--- src/rtl/mux_nbit_x4_rr_if.sv ---
`default_nettype none
// ============================================================================
// Module   : mux_nbit_x4_rr_if
// Brief    : Four source channels plus one merged output stream, each with
//            a valid/ready handshake, shared by the merger and its neighbours.
// Revision : 1.0 - initial release
// ============================================================================
interface mux_nbit_x4_rr_if #(
  parameter int BUS_WIDTH = 8
);
  logic [BUS_WIDTH-1:0] a;
  logic                 a_valid;
  logic                 a_ready;
  logic [BUS_WIDTH-1:0] b;
  logic                 b_valid;
  logic                 b_ready;
  logic [BUS_WIDTH-1:0] c;
  logic                 c_valid;
  logic                 c_ready;
  logic [BUS_WIDTH-1:0] d;
  logic                 d_valid;
  logic                 d_ready;
  logic [BUS_WIDTH-1:0] y;
  logic [1:0]           sel;
  logic                 y_valid;
  logic                 y_ready;

  // The merger side: consumes the four channels, produces y.
  modport slave (
    input  a, a_valid, b, b_valid, c, c_valid, d, d_valid, y_ready,
    output a_ready, b_ready, c_ready, d_ready, y, sel, y_valid
  );

  // The surrounding side: drives the channels, consumes y.
  modport master (
    output a, a_valid, b, b_valid, c, c_valid, d, d_valid, y_ready,
    input  a_ready, b_ready, c_ready, d_ready, y, sel, y_valid
  );
endinterface
`default_nettype wire

--- src/rtl/mux_nbit_x4_rr.sv ---
`default_nettype none
// ============================================================================
// Module   : mux_nbit_x4_rr
// Brief    : 4-to-1 round-robin streaming merger with a registered,
//            source-tagged output beat.
// Revision : 1.0 - initial release
// ============================================================================
module mux_nbit_x4_rr #(
  parameter int BUS_WIDTH = 8
) (
  input  logic             clk,
  input  logic             reset_n,
  mux_nbit_x4_rr_if.slave  bus
);

  localparam logic [1:0] c_last_rst = 2'd3;

  logic [BUS_WIDTH-1:0] r_y;
  logic [1:0]           r_sel;
  logic                 r_y_valid;
  logic [1:0]           r_last;

  logic [BUS_WIDTH-1:0] w_data [4];
  logic [3:0]           w_valid;
  logic                 w_free;
  logic                 w_grant;
  logic [1:0]           w_gidx;
  logic                 w_take;
  logic [3:0]           w_ready;

  always_comb begin
    w_data[0] = bus.a;
    w_data[1] = bus.b;
    w_data[2] = bus.c;
    w_data[3] = bus.d;
    w_valid   = {bus.d_valid, bus.c_valid, bus.b_valid, bus.a_valid};
  end

  // The output slot can take a new beat when empty or draining this cycle.
  assign w_free = !r_y_valid || bus.y_ready;

  // Search starts one past the last winner and wraps 3->0.
  always_comb begin : arb
    logic [1:0] v_idx;
    w_grant = 1'b0;
    w_gidx  = 2'd0;
    v_idx   = 2'd0;
    for (int i = 0; i < 4; i++) begin
      v_idx = r_last + 2'(i + 1);
      if (!w_grant && w_valid[v_idx]) begin
        w_grant = 1'b1;
        w_gidx  = v_idx;
      end
    end
  end

  // Gating with reset_n keeps every ready low while reset is held.
  assign w_take  = w_free && w_grant && reset_n;
  assign w_ready = w_take ? (4'b0001 << w_gidx) : 4'b0000;

  assign bus.a_ready = w_ready[0];
  assign bus.b_ready = w_ready[1];
  assign bus.c_ready = w_ready[2];
  assign bus.d_ready = w_ready[3];

  always_ff @(posedge clk or negedge reset_n) begin
    if (!reset_n) begin
      r_y       <= '0;
      r_sel     <= 2'd0;
      r_y_valid <= 1'b0;
      r_last    <= c_last_rst;
    end else if (w_free) begin
      if (w_grant) begin
        r_y       <= w_data[w_gidx];
        r_sel     <= w_gidx;
        r_y_valid <= 1'b1;
        r_last    <= w_gidx;
      end else begin
        r_y_valid <= 1'b0;
      end
    end
  end

  assign bus.y       = r_y;
  assign bus.sel     = r_sel;
  assign bus.y_valid = r_y_valid;

endmodule
`default_nettype wire

--- src/flat_wrapper.sv ---
// flat-port wrapper written by rule: the top's interface ports become plain ports
module mux_nbit_x4_rr_flat 
#(
  parameter int BUS_WIDTH = 8
)
  (clk, reset_n, bus_a, bus_a_valid, bus_b, bus_b_valid, bus_c, bus_c_valid, bus_d, bus_d_valid, bus_y_ready, bus_a_ready, bus_b_ready, bus_c_ready, bus_d_ready, bus_y, bus_sel, bus_y_valid);
  mux_nbit_x4_rr_if #(.BUS_WIDTH(BUS_WIDTH)) bus_i ();
  input  logic clk;
  input  logic reset_n;
  input wire logic [$bits(bus_i.a)-1:0] bus_a;
  input wire logic [$bits(bus_i.a_valid)-1:0] bus_a_valid;
  input wire logic [$bits(bus_i.b)-1:0] bus_b;
  input wire logic [$bits(bus_i.b_valid)-1:0] bus_b_valid;
  input wire logic [$bits(bus_i.c)-1:0] bus_c;
  input wire logic [$bits(bus_i.c_valid)-1:0] bus_c_valid;
  input wire logic [$bits(bus_i.d)-1:0] bus_d;
  input wire logic [$bits(bus_i.d_valid)-1:0] bus_d_valid;
  input wire logic [$bits(bus_i.y_ready)-1:0] bus_y_ready;
  output wire logic [$bits(bus_i.a_ready)-1:0] bus_a_ready;
  output wire logic [$bits(bus_i.b_ready)-1:0] bus_b_ready;
  output wire logic [$bits(bus_i.c_ready)-1:0] bus_c_ready;
  output wire logic [$bits(bus_i.d_ready)-1:0] bus_d_ready;
  output wire logic [$bits(bus_i.y)-1:0] bus_y;
  output wire logic [$bits(bus_i.sel)-1:0] bus_sel;
  output wire logic [$bits(bus_i.y_valid)-1:0] bus_y_valid;
  assign bus_i.a = bus_a;
  assign bus_i.a_valid = bus_a_valid;
  assign bus_i.b = bus_b;
  assign bus_i.b_valid = bus_b_valid;
  assign bus_i.c = bus_c;
  assign bus_i.c_valid = bus_c_valid;
  assign bus_i.d = bus_d;
  assign bus_i.d_valid = bus_d_valid;
  assign bus_i.y_ready = bus_y_ready;
  assign bus_a_ready = bus_i.a_ready;
  assign bus_b_ready = bus_i.b_ready;
  assign bus_c_ready = bus_i.c_ready;
  assign bus_d_ready = bus_i.d_ready;
  assign bus_y = bus_i.y;
  assign bus_sel = bus_i.sel;
  assign bus_y_valid = bus_i.y_valid;
  mux_nbit_x4_rr #(.BUS_WIDTH(BUS_WIDTH)) u_core (.clk(clk), .reset_n(reset_n), .bus(bus_i));
endmodule
--- config.mk ---
export PLATFORM = sky130hd
export DESIGN_NAME = mux_nbit_x4_rr_flat
export DESIGN_NICKNAME = d
export VERILOG_FILES = /design/src/rtl/mux_nbit_x4_rr_if.sv /design/src/rtl/mux_nbit_x4_rr.sv /design/src/flat_wrapper.sv
export SDC_FILE = /design/constraint.sdc
export NUM_CORES = 1
export LEC_CHECK = 0
export BUFFER_PORTS_ARGS = -buffer_cell sky130_fd_sc_hd__clkbuf_2
export CAP_MARGIN = 20
export CORE_UTILIZATION = 42
export DETAILED_ROUTE_END_ITERATION = 10
export GPL_ROUTABILITY_DRIVEN = 0
export MAX_ROUTING_LAYER = met4
export PLACE_DENSITY = 0.78
export SLEW_MARGIN = 0
export SYNTH_ARGS = -nofsm -noshare
export SYNTH_HDL_FRONTEND = slang
export SYNTH_SLANG_ARGS = --single-unit
--- constraint.sdc ---
create_clock -name clk -period 1.9 [get_ports clk]
set_input_delay 0.38 -clock clk [delete_from_list [all_inputs] [get_ports clk]]
set_output_delay 0.38 -clock clk [all_outputs]
set_load 0.02 [all_outputs]
Word-level counts from Yosys, hierarchy flattened --
Index checks and enable logic that the tools add are counted.
Word-level totals: register bits after elaboration 13
Cells by class: $add $sub $neg 3, $lt $le $gt $ge 5, shifts and indexed selects 1, mux-type cells 21, bitwise logic cells 1, reduce and logical (&&, ||, !) cells 11
Operator list (number):
- binary-select mux 8 bit (select 2 bit) | 1
- two-way mux 8 bit | 2
- < comparator 2 x 3 -> 1 bit, second input constant | 4
- two-way mux 1 bit | 9
- binary-select mux 1 bit (select 2 bit) | 4
- two-way mux 2 bit | 4
- logical AND 1 bit | 5
- adder 2 bit, second input constant | 2
- logical NOT 1 bit | 4
- two-way mux 4 bit | 1
- left shift 1 x 2 -> 4 bit, first input constant | 1
- >= comparator 3 bit, second input constant | 1
- inverter 2 -> 3 bit | 1
- adder 2 x 1 -> 2 bit, second input constant | 1
- AND reduction 2 bit | 1
- logical OR 1 bit | 1

Logic depth before layout (Yosys ltp) --
Gate-level depths: netlist (run 1).
word-level depth 17, gate-level depth with buffers 7, depth with buffers taken out 5

Worst setup path after synthesis (run 1) --
Ideal clock, no wire load.
path kind input to output, start point input bus_c_valid, end point output bus_b_ready, data arrival time 1458 ps, data required time 1520 ps, setup slack 62 ps, stages on the path 6, buffers on the path 2, cell sequence nand2b_1 -> a21o_1 -> buf_4 -> and3_4 -> buf_4 -> nor2_1
Between the ends: word-level cells in the longest chain between the ends 15
RTL lines:
- from (decl) | RTL line flat_wrapper.sv:15 | input wire logic [$bits(bus_i.c_valid)-1:0] bus_c_valid;
- binary-select mux 1 bit (select 2 bit) | RTL line mux_nbit_x4_rr.sv:50 | if (!w_grant && w_valid[v_idx]) begin
- two-way mux 1 bit (not written as such) | RTL line mux_nbit_x4_rr.sv:50
- two-way mux 1 bit | RTL line mux_nbit_x4_rr.sv:50
- logical NOT 1 bit | RTL line mux_nbit_x4_rr.sv:50
- logical AND 1 bit | RTL line mux_nbit_x4_rr.sv:50
- two-way mux 1 bit | RTL line mux_nbit_x4_rr.sv:50
- logical NOT 1 bit | RTL line mux_nbit_x4_rr.sv:50
- logical AND 1 bit | RTL line mux_nbit_x4_rr.sv:50
- two-way mux 1 bit | RTL line mux_nbit_x4_rr.sv:50
- logical NOT 1 bit | RTL line mux_nbit_x4_rr.sv:50
- logical AND 1 bit | RTL line mux_nbit_x4_rr.sv:50
- two-way mux 1 bit | RTL line mux_nbit_x4_rr.sv:50
- logical AND 1 bit (2 in series) | RTL line mux_nbit_x4_rr.sv:58 | assign w_take = w_free && w_grant && reset_n;
- two-way mux 4 bit (*) | RTL line mux_nbit_x4_rr.sv:59 | assign w_ready = w_take ? (4'b0001 << w_gidx) : 4'b0000;
- to (decl) | RTL line flat_wrapper.sv:20 | output wire logic [$bits(bus_i.b_ready)-1:0] bus_b_ready;
Mark *: on every way between the ends. The rest lies on a longest branch, timed or not. The select of a mux whose other input is x is not followed.

Worst setup path in the final report (run 1) --
start point register u_core.r_last[0], end point output bus_b_ready
Between the ends: word-level cells in the longest chain between the ends 16
RTL lines:
- from (decl) | RTL line mux_nbit_x4_rr.sv:21 | logic [1:0] r_last;
- from (signal assigned) | RTL line mux_nbit_x4_rr.sv:71 | r_last <= c_last_rst;
- from (signal assigned) | RTL line mux_nbit_x4_rr.sv:77 | r_last <= w_gidx;
- adder 2 x 1 -> 2 bit | RTL line mux_nbit_x4_rr.sv:49 | v_idx = r_last + 2'(i + 1);
- binary-select mux 1 bit (select 2 bit) | RTL line mux_nbit_x4_rr.sv:50
- two-way mux 1 bit (not written as such) | RTL line mux_nbit_x4_rr.sv:50
- two-way mux 1 bit | RTL line mux_nbit_x4_rr.sv:50
- logical NOT 1 bit | RTL line mux_nbit_x4_rr.sv:50
- logical AND 1 bit | RTL line mux_nbit_x4_rr.sv:50
- two-way mux 1 bit | RTL line mux_nbit_x4_rr.sv:50
- logical NOT 1 bit | RTL line mux_nbit_x4_rr.sv:50
- logical AND 1 bit | RTL line mux_nbit_x4_rr.sv:50
- two-way mux 1 bit | RTL line mux_nbit_x4_rr.sv:50
- logical NOT 1 bit | RTL line mux_nbit_x4_rr.sv:50
- logical AND 1 bit | RTL line mux_nbit_x4_rr.sv:50
- two-way mux 1 bit | RTL line mux_nbit_x4_rr.sv:50
- logical AND 1 bit (2 in series) | RTL line mux_nbit_x4_rr.sv:58
- two-way mux 4 bit (*) | RTL line mux_nbit_x4_rr.sv:59
Marks and branches as above.

==> results.json, run 1 <==
{
  "outcome": "finished, violations left",
  "violations": "negative setup slack",
  "drive_gt1_share_pct": 59.5,
  "arrival_ns": 1.62,
  "timing.final.crit_share_pct": 105,
  "critPathKind": "reg2out",
  "drt_iter0_markers": 20,
  "fin_nets": 208,
  "maxSlewViolCount": 0,
  "path_max_fanout": 4,
  "drcViolationCount": 0,
  "root_buffer": "clkbuf_4",
  "route.vias.total": 1050,
  "synth_area_leaders": "dfrtp_1 (31%), a211oi_1 (14%), mux2i_1 (9.1%)",
  "finish.utilization_pct": 72.6,
  "grt_max_degree": 15,
  "drv_cap": 0,
  "place.port_buffers": 53,
  "hold_class": "in2async",
  "ir_drop_mv": 0.584,
  "instances_no_fill": 195,
  "crit_end": "bus_b_ready",
  "dieArea_mm2": 0.00229,
  "die_h_um": 47.9,
  "finalSetupViolations": 4,
  "antenna_found_initial": 0,
  "cts_tree": "yes",
  "r2r_slack_ns": 0.04,
  "final.fill_count": 165,
  "synth_seq_area_share_pct": 37.1,
  "grt_use_total_pct": 24.4,
  "core_region_area_mm2": 0.00196,
  "worst_slack_ns": -0.0972,
  "crit_family": "flip-flops",
  "crit_chain": "nand2b_4 > a21o_1 > and3_4 > nor2_1 > buf_4",
  "relSlewSlack_pct": 67.7,
  "gr-total-overflow": 0,
  "r2r-end": "u_core.bus.y[5]",
  "tightestPinTransition_ns": 0.484,
  "clk_latency_ns": 0.28,
  "wire_per_inst_um": 14.4,
  "reg2reg_depth": 7,
  "routed_wl_um": 2810,
  "syn_area_per_cell_um2": 8.92,
  "rsz0062_at_grt": "true",
  "final_common_cell": "clkbuf_2",
  "cp-start-kind": "flop",
  "synth_warnings": 0,
  "synth_top_area_share_pct": 31.2,
  "cp.buffers_inverters": 1,
  "avgViaCountPerCell": 5.38,
  "htreeDepth": 1,
  "critical-path-slowest-cell": "dfstp_2",
  "cts_made_buffers": 3,
  "syn_to_final_growth_pct": 61.3,
  "start_util_pct": 45.0,
  "power_density_mw_per_mm2": 878,
  "layout_common_cells": "clkbuf_2 (49), buf_4 (13), nor2_1 (12), inv_1 (11), dfrtp_1 (11)",
  "ys_seq_elements": 13,
  "post-dp-hpwl_um": 1930,
  "cts_hold_buf": 0,
  "placed_cell_area_mm2": 0.00121,
  "num_antenna_cells": 0,
  "cts_sinks": 13,
  "die_x_um": 47.9,
  "num_rows": 16,
  "dp.cells": 184,
  "critPathLaunch": "u_core.r_last[0]",
  "clk_path_buf_depth": 2,
  "cp.depth": 5,
  "yosysTopAreaCell": "dfrtp_1",
  "required_ns": 1.52,
  "p_leak_nw": 0.718,
  "fin_area_mm2": 0.00143,
  "end_kind": "primary output",
  "netlist_instances": 99,
  "rr_startpoint": "u_core.r_last[0]",
  "dr.pass1.iters": 4,
  "clk_pin_slew_ns": 0.09,
  "antenna_left": 0,
  "max_stage_delay_ns": 0.57,
  "grt_pass1_vias": 856,
  "synth_area_um2": 883,
  "skew_ns": 0.00951,
  "ioPinCount": 54,
  "synth_nets": 138,
  "grt_pass1_wl_um": 3670,
  "hold_slack_ns": 0.0478,
  "ys_types": 25,
  "hold_viol_final": 0,
  "layout_min_cycle_time_ns": 2.00,
  "clock.fmax_ghz": 0.501
}
-- registers in the layout, indices dropped and copies added (netlist names) --
name and flops:
u_core.bus.y 8, u_core.bus.y_valid 1, u_core.bus.sel 2, u_core.r_last 2
-- routing by layer --
| layer | global-route usage [%] | vias up | part of all wire (%) |
|---|---|---|---|
| li1 | - | 499 | - |
| met1 | 30.8 | 484 | 41 |
| met2 | 38.4 | 63 | 50 |
| met3 | 5.28 | 4 | 8.4 |
| met4 | 8.33 | 0 | 0.68 |
| met5 | - | - | 0 |
-- report_power, final --
group / leakage (nW) / internal, W / switching (W)
sequential: 0.142 / 0.000355 / 0.0000517
combinational: 0.559 / 0.000310 / 0.000361
clock: 0.0177 / 0.0000780 / 0.0000953
-- cells in the mapped netlist --
| cell type | count |
|---|---|
| a211oi_1 | 16 |
| nor2_1 | 16 |
| dfrtp_1 | 11 |
| inv_1 | 11 |
| a31oi_1 | 8 |
| mux2i_1 | 8 |
| a21o_1 | 3 |
| a21oi_1 | 2 |
| buf_4 | 2 |
| dfstp_2 | 2 |
| nand2_1 | 2 |
| nand2b_1 | 2 |
| nand3_1 | 2 |
| o21ai_0 | 2 |
| or2_2 | 2 |
| a21oi_2 | 1 |
| and3_4 | 1 |
| buf_12 | 1 |
| clkbuf_1 | 1 |
| nor2b_1 | 1 |
| nor2b_4 | 1 |
| nor4_1 | 1 |
| o21ai_2 | 1 |
| o21ai_4 | 1 |
| o221ai_1 | 1 |
-- final cells by class --
type                            count  area (µm²)  share of cell area [%]
Clock buffer                        3        22.5                    1.58
Clock inverter                      1        5.00                   0.351
Inverter                           11        41.3                    2.90
Multi-Input combinational cell     71         567                    39.8
Sequential cell                    13         328                    23.0
Tap cell                           27        33.8                    2.37
Timing Repair Buffer               69         428                    30.0
-- through the flow --
step	power, W	worst slack [ns]	TNS, ns
after floorplan	0.000748	0.0616	0
after global placement	0.000915	0.0790	0
after detailed placement	0.000927	-0.0382	-0.119
after CTS	0.00116	-0.103	-0.345
after global routing	0.00133	-0.174	-0.727
final	0.00125	-0.0972	-0.363
-- logic make-up (layout without fill, tap and decap cells) --
kind of cell           count (synthesis)  count (layout)  synth area share [%]
AO/OA/AOI/OAI                         35              35                  28.9
buffers and inverters                 15              84                  9.06
multiplexers                           8               8                  9.07
AND/OR/NAND/NOR                       28              28                  15.9
flip-flops                            13              13                  37.1
-- worst min path at each step --
stage | from | end | slack [ns] | cells past startpoint
2_1_floorplan | reset_n | u_core.bus.sel[0] | 0.08 | 0
3_3_place_gp | reset_n | u_core.bus.y_valid | 0.35 | 2
3_5_place_dp | reset_n | u_core.bus.y_valid | 0.35 | 2
4_1_cts | reset_n | u_core.bus.y_valid | 0.05 | 2
5_1_grt | reset_n | u_core.bus.y_valid | 0.05 | 2
6_report | reset_n | u_core.bus.y_valid | 0.05 | 2
-- worst reg2reg max path, stage by stage (launching register included) --
cell      delay, ns
dfstp_2        0.57
nand2b_4       0.14
a21o_1         0.18
and3_4         0.24
buf_6          0.13
buf_6          0.13
mux2i_2        0.24
a211oi_2       0.10
-- what timing repair did --
action                                  in CTS  in global routing
pin swaps                                    6                  7
gates resized for setup                     14                 22
setup buffers                                4                  3
endpoints found under the setup margin      12                 12
No activity file was read; power rests on OpenSTA's default activity.
==> run 2: changes to the inputs <==
--- a/config.mk
+++ b/config.mk
@@ -7,11 +7,11 @@
 export LEC_CHECK = 0
 export BUFFER_PORTS_ARGS = -buffer_cell sky130_fd_sc_hd__clkbuf_2
 export CAP_MARGIN = 20
-export CORE_UTILIZATION = 42
+export CORE_UTILIZATION = 35
 export DETAILED_ROUTE_END_ITERATION = 10
 export GPL_ROUTABILITY_DRIVEN = 0
 export MAX_ROUTING_LAYER = met4
-export PLACE_DENSITY = 0.78
+export PLACE_DENSITY = 0.67
 export SLEW_MARGIN = 0
 export SYNTH_ARGS = -nofsm -noshare
 export SYNTH_HDL_FRONTEND = slang
==> run 2 against run 1 <==
Net effect:
- the flow still finishes with violations (negative setup slack)
- via count shrank 5.0%
- largest cell class unchanged
- combinational power shrank 13%
- cell area shrank 6.7%
- highest routed layer unchanged
- sequential cell count is the same
==> results.json, run 2 (synthesis results as in run 1) <==
{
  "power_density_mw_per_mm2": 875,
  "num_rows": 17,
  "route.vias.total": 997,
  "clk_pin_slew_ns": 0.09,
  "maxSlewViolCount": 0,
  "drv_cap": 0,
  "syn_to_final_growth_pct": 50.6,
  "multi_input_area_um2": 508,
  "hold_viol_final": 0,
  "violations": "negative setup slack",
  "cp.buffers_inverters": 1,
  "fin_area_mm2": 0.00133,
  "core_region_area_mm2": 0.00230,
  "hold_class": "in2async",
  "wire_per_inst_um": 13.8,
  "grt_max_degree": 15,
  "drt_iter0_markers": 7,
  "clock.fmax_ghz": 0.501,
  "tightestPinTransition_ns": 0.706,
  "outcome": "finished, violations left",
  "start_util_pct": 38.5,
  "p_leak_nw": 0.693,
  "dr.pass1.iters": 4,
  "final_common_cell": "clkbuf_2",
  "die_h_um": 52.2,
  "drive_gt1_share_pct": 50.0,
  "grt_use_met2_pct": 39.5,
  "clk_latency_ns": 0.28,
  "fin_nets": 206,
  "grt_util_met3_pct": 4.35,
  "crit_family": "flip-flops",
  "cts_sinks": 13,
  "path_max_fanout": 4,
  "skew_ns": 0.00961,
  "cp-start-kind": "flop",
  "regArea_um2": 328,
  "num_antenna_cells": 0,
  "grt_use_total_pct": 21.3,
  "grt.busiest_layer": "met2",
  "ir_drop_mv": 0.491,
  "gr-total-overflow": 0,
  "worst_slack_ns": -0.0968,
  "timing.final.crit_share_pct": 105,
  "rsz0062_at_grt": "true",
  "finish.utilization_pct": 57.9,
  "antenna_left": 0,
  "layout_min_cycle_time_ns": 2.00,
  "cts_made_buffers": 3,
  "die_x_um": 52.2,
  "grt_pass1_wl_um": 4110,
  "drcViolationCount": 0,
  "layout_common_cells": "clkbuf_2 (49), a211oi_1 (16), buf_4 (15), nor2_1 (14)",
  "relSlewSlack_pct": 52.8,
  "finalPower_w": 0.00116,
  "antenna_found_initial": 0,
  "htreeDepth": 1,
  "largest_register_ffs": 8,
  "arrival_ns": 1.62,
  "clk_path_buf_depth": 2,
  "cts_hold_buf": 0,
  "critical-path-slowest-cell": "dfstp_2",
  "ioPinCount": 54,
  "grt_use_met1_pct": 23.3,
  "routed_wl_um": 2670,
  "required_ns": 1.52,
  "root_buffer": "clkbuf_4",
  "avgViaCountPerCell": 5.14,
  "tns_ns": -0.230,
  "place.port_buffers": 53,
  "placed_cell_area_mm2": 0.00121,
  "finalSetupViolations": 4,
  "crit_chain": "nand2b_4 > o221ai_4 > or2_4 > nor2_2 > buf_6",
  "post-dp-hpwl_um": 2020,
  "final.fill_count": 239,
  "hold_slack_ns": 0.0568,
  "max_stage_delay_ns": 0.58,
  "cts_tree": "yes",
  "grt_pass1_vias": 970,
  "dieArea_mm2": 0.00273,
  "end_kind": "primary output",
  "critPathKind": "reg2out"
}
## run 2: cell types whose count changed in the layout (fill, tap and decap cells not counted), sizes merged
cell / previous run / this run
buf: 19 / 18
clkinv: 1 / 0
## run 2: area by class of cell
type / instances / share of cell area [%]
tap: 28 / 2.63
clock buffer: 4 / 1.98
timing repair buffer: 67 / 29.4
multi-input combinational: 71 / 38.2
sequential: 13 / 24.6
inverter: 11 / 3.10
## run 2: where the power goes
part	switching, W	leakage (nW)	internal [W]	total, W
sequential	0.0000459	0.142	0.000355	0.000401
clock	0.0000982	0.0150	0.0000815	0.000180
combinational	0.000322	0.536	0.000262	0.000584
## run 2: path summary, 6_finish.rpt
kind,start,end,slack (ns),cells after the start
min in group clk,bus_y_ready,u_core.bus.y_valid,0.31,2
min,reset_n,u_core.bus.y[0],0.06,2
max in group asynchronous,reset_n,u_core.r_last[0],1.59,2
max reg2reg,u_core.r_last[0],u_core.bus.y[1],0.03,7
max,u_core.r_last[0],bus_d_ready,-0.1,5
min reg2reg,u_core.bus.sel[1],u_core.bus.sel[1],0.51,1
## run 2: timing repair
| item | 4_1_cts | 5_1_grt |
|---|---|---|
| resized for setup | 9 | 9 |
| setup buffers | 4 | 1 |
| pin swaps | 7 | 0 |
| endpoints found under the setup margin | 4 | 12 |
## run 2: stage by stage
step	std cells	setup WS (ns)
floorplan	99	0.0616
global placement	185	0.0291
detailed placement	185	-0.0556
CTS	193	-0.114
global route	194	-0.155
finish	194	-0.0968
## run 2: routing by layer
| metal | vias to the layer above | wire, µm |
|---|---|---|
| met2 | 45 | 1390 |
| met3 | 4 | 169 |
| met4 | 0 | 26 |
| li1 | 498 | - |
| met5 | - | 0 |
| met1 | 450 | 1080 |
==> run 3: changes to the inputs <==
--- a/config.mk
+++ b/config.mk
@@ -12,6 +12,7 @@
 export GPL_ROUTABILITY_DRIVEN = 0
 export MAX_ROUTING_LAYER = met4
 export PLACE_DENSITY = 0.67
+export SKIP_CTS_REPAIR_TIMING = 1
 export SLEW_MARGIN = 0
 export SYNTH_ARGS = -nofsm -noshare
 export SYNTH_HDL_FRONTEND = slang
==> constraint.sdc (replaced) <==
create_clock -name clk -period 2.25 [get_ports clk]
set_input_delay 0.45 -clock clk [delete_from_list [all_inputs] [get_ports clk]]
set_output_delay 0.45 -clock clk [all_outputs]
set_load 0.02 [all_outputs]
==> run 3 against run 2 <==
Net effect:
- worst setup slack gained 0.14 ns
- largest cell class unchanged
- hold slack gained 0.043 ns
- global-route usage down 2.5 points
- critical endpoint is now bus_c_ready
- first-iteration DRC count grew 140%
- routed wire length fell by 11%
- the run now ends clean
- highest routed layer is now met3
- via count is 4.2% lower
- count of clock-buffer cells in the layout stayed put
- sequential cell count unchanged
- sequential power decreased by 14%
- utilization down 4.0 points
==> results.json, run 3 (synthesis results as in run 1) <==
{
  "ioPinCount": 54,
  "htreeDepth": 1,
  "grt_pass1_wl_um": 3700,
  "grt_use_total_pct": 18.9,
  "ir_drop_mv": 0.408,
  "antenna_left": 0,
  "drive_gt1_share_pct": 45.9,
  "clk_path_buf_depth": 2,
  "switching_share_pct": 40.2,
  "p_int_w": 0.000547,
  "drv_cap": 0,
  "worst_slack_ns": 0.0399,
  "p_comb_share_pct": 46.4,
  "dr.pass1.iters": 4,
  "clk_pin_slew_ns": 0.09,
  "max_stage_delay_ns": 0.57,
  "cts_made_buffers": 3,
  "instances_no_fill": 187,
  "clk_latency_ns": 0.28,
  "root_buffer": "clkbuf_4",
  "arrival_ns": 1.76,
  "tightestPinTransition_ns": 0.724,
  "critPathKind": "reg2out",
  "avgViaCountPerCell": 5.11,
  "layout_common_cells": "clkbuf_2 (50), nor2_1 (16), a211oi_1 (16), inv_1 (11), dfrtp_1 (11)",
  "crit_chain": "nand2b_1 > a21o_1 > buf_4 > nand3_1 > nor2_1 > buf_4",
  "crit_family": "flip-flops",
  "skew_ns": 0.00853,
  "end_kind": "primary output",
  "syn_to_final_growth_pct": 40.1,
  "p_clk_share_pct": 16.1,
  "fin_nets": 199,
  "seqPwrFrac_pct": 37.5,
  "gr-total-overflow": 0,
  "wire_per_inst_um": 12.7,
  "core_region_area_mm2": 0.00230,
  "cp-start-kind": "flop",
  "die_x_um": 52.2,
  "grt_pass1_vias": 846,
  "num_antenna_cells": 0,
  "cts_tree": "yes",
  "hold_slack_ns": 0.0999,
  "relSlewSlack_pct": 51.5,
  "dieArea_mm2": 0.00273,
  "timing.final.crit_share_pct": 98.2,
  "die_h_um": 52.2,
  "cp.buffers_inverters": 2,
  "grt_max_degree": 15,
  "power_density_mw_per_mm2": 740,
  "critical-path-slowest-cell": "dfstp_2",
  "num_rows": 17,
  "switchingPower_w": 0.000368,
  "post-dp-hpwl_um": 1900,
  "largest_register_ffs": 8,
  "hold_viol_final": 0,
  "required_ns": 1.80,
  "layout_min_cycle_time_ns": 2.21,
  "path_max_fanout": 5,
  "clock.fmax_ghz": 0.452,
  "finalSetupViolations": 0,
  "dp.cells": 182,
  "drcViolationCount": 0,
  "route.vias.total": 955,
  "antenna_found_initial": 0,
  "hold_class": "in2async",
  "final_common_cell": "clkbuf_2",
  "routed_wl_um": 2380,
  "cp_common_cell": "buf_4",
  "maxSlewViolCount": 0,
  "start_util_pct": 38.5,
  "cts_sinks": 13,
  "p_leak_nw": 0.649,
  "drt_iter0_markers": 17,
  "finish.utilization_pct": 53.9,
  "place.port_buffers": 53,
  "outcome": "complete, no violations",
  "pre_cts_slack_ns": 0.181
}
run 3: cell count changes in the layout (fill, tap and decap cells not counted), sizes merged:
cell	change
clkbuf	+1
buf	-8
run 3: layout make-up:
| cell class | instances | area (µm²) |
|---|---|---|
| Clock buffer | 4 | 26.3 |
| Multi-Input combinational cell | 71 | 482 |
| Timing Repair Buffer | 60 | 325 |
| Inverter | 11 | 41.3 |
| Sequential cell | 13 | 328 |
| Fill cell | 234 | 1060 |
| Tap cell | 28 | 35.0 |
run 3: per-layer routing:
| metal | up-vias | global-route usage [%] | share of wire [%] |
|---|---|---|---|
| met3 | 0 | 5.80 | 6.9 |
| met1 | 437 | 23.3 | 45 |
| met2 | 37 | 32.5 | 48 |
| met4 | 0 | 0 | 0 |
| li1 | 481 | - | - |
| met5 | - | - | 0 |
run 3: worst paths after layout:
| check | depth (start not counted) | slack [ns] | to | from |
|---|---|---|---|---|
| hold reg to reg | 1 | 0.48 | u_core.bus.sel[1] | u_core.bus.sel[1] |
| setup / recovery | 6 | 0.04 | bus_c_ready | u_core.r_last[0] |
| max in group asynchronous | 2 | 1.90 | u_core.r_last[0] | reset_n |
| min in group clk | 2 | 0.39 | u_core.bus.y_valid | bus_y_ready |
| setup reg to reg | 6 | 0.35 | u_core.bus.y[5] | u_core.r_last[0] |
| hold / removal | 2 | 0.1 | u_core.bus.y[1] | reset_n |
run 3: power groups by stage:
stage | Sequential (W) | Combinational, W | Clock [W]
2_1_floorplan | 0.000407 | 0.000225 | 0
3_3_place_gp | 0.000343 | 0.000410 | 0
3_5_place_dp | 0.000347 | 0.000416 | 0
4_1_cts | 0.000343 | 0.000416 | 0.000153
5_1_grt | 0.000351 | 0.000466 | 0.000165
6_report | 0.000343 | 0.000424 | 0.000148
run 3: per-stage QoR:
stage	total power [W]	instance area, µm²	setup TNS [ns]
after floorplan	0.000632	883	0
after global placement	0.000753	1190	0
after detailed placement	0.000763	1190	0
after CTS	0.000912	1220	-0.0111
after global routing	0.000982	1240	-0.0399
final	0.000915	1240	0
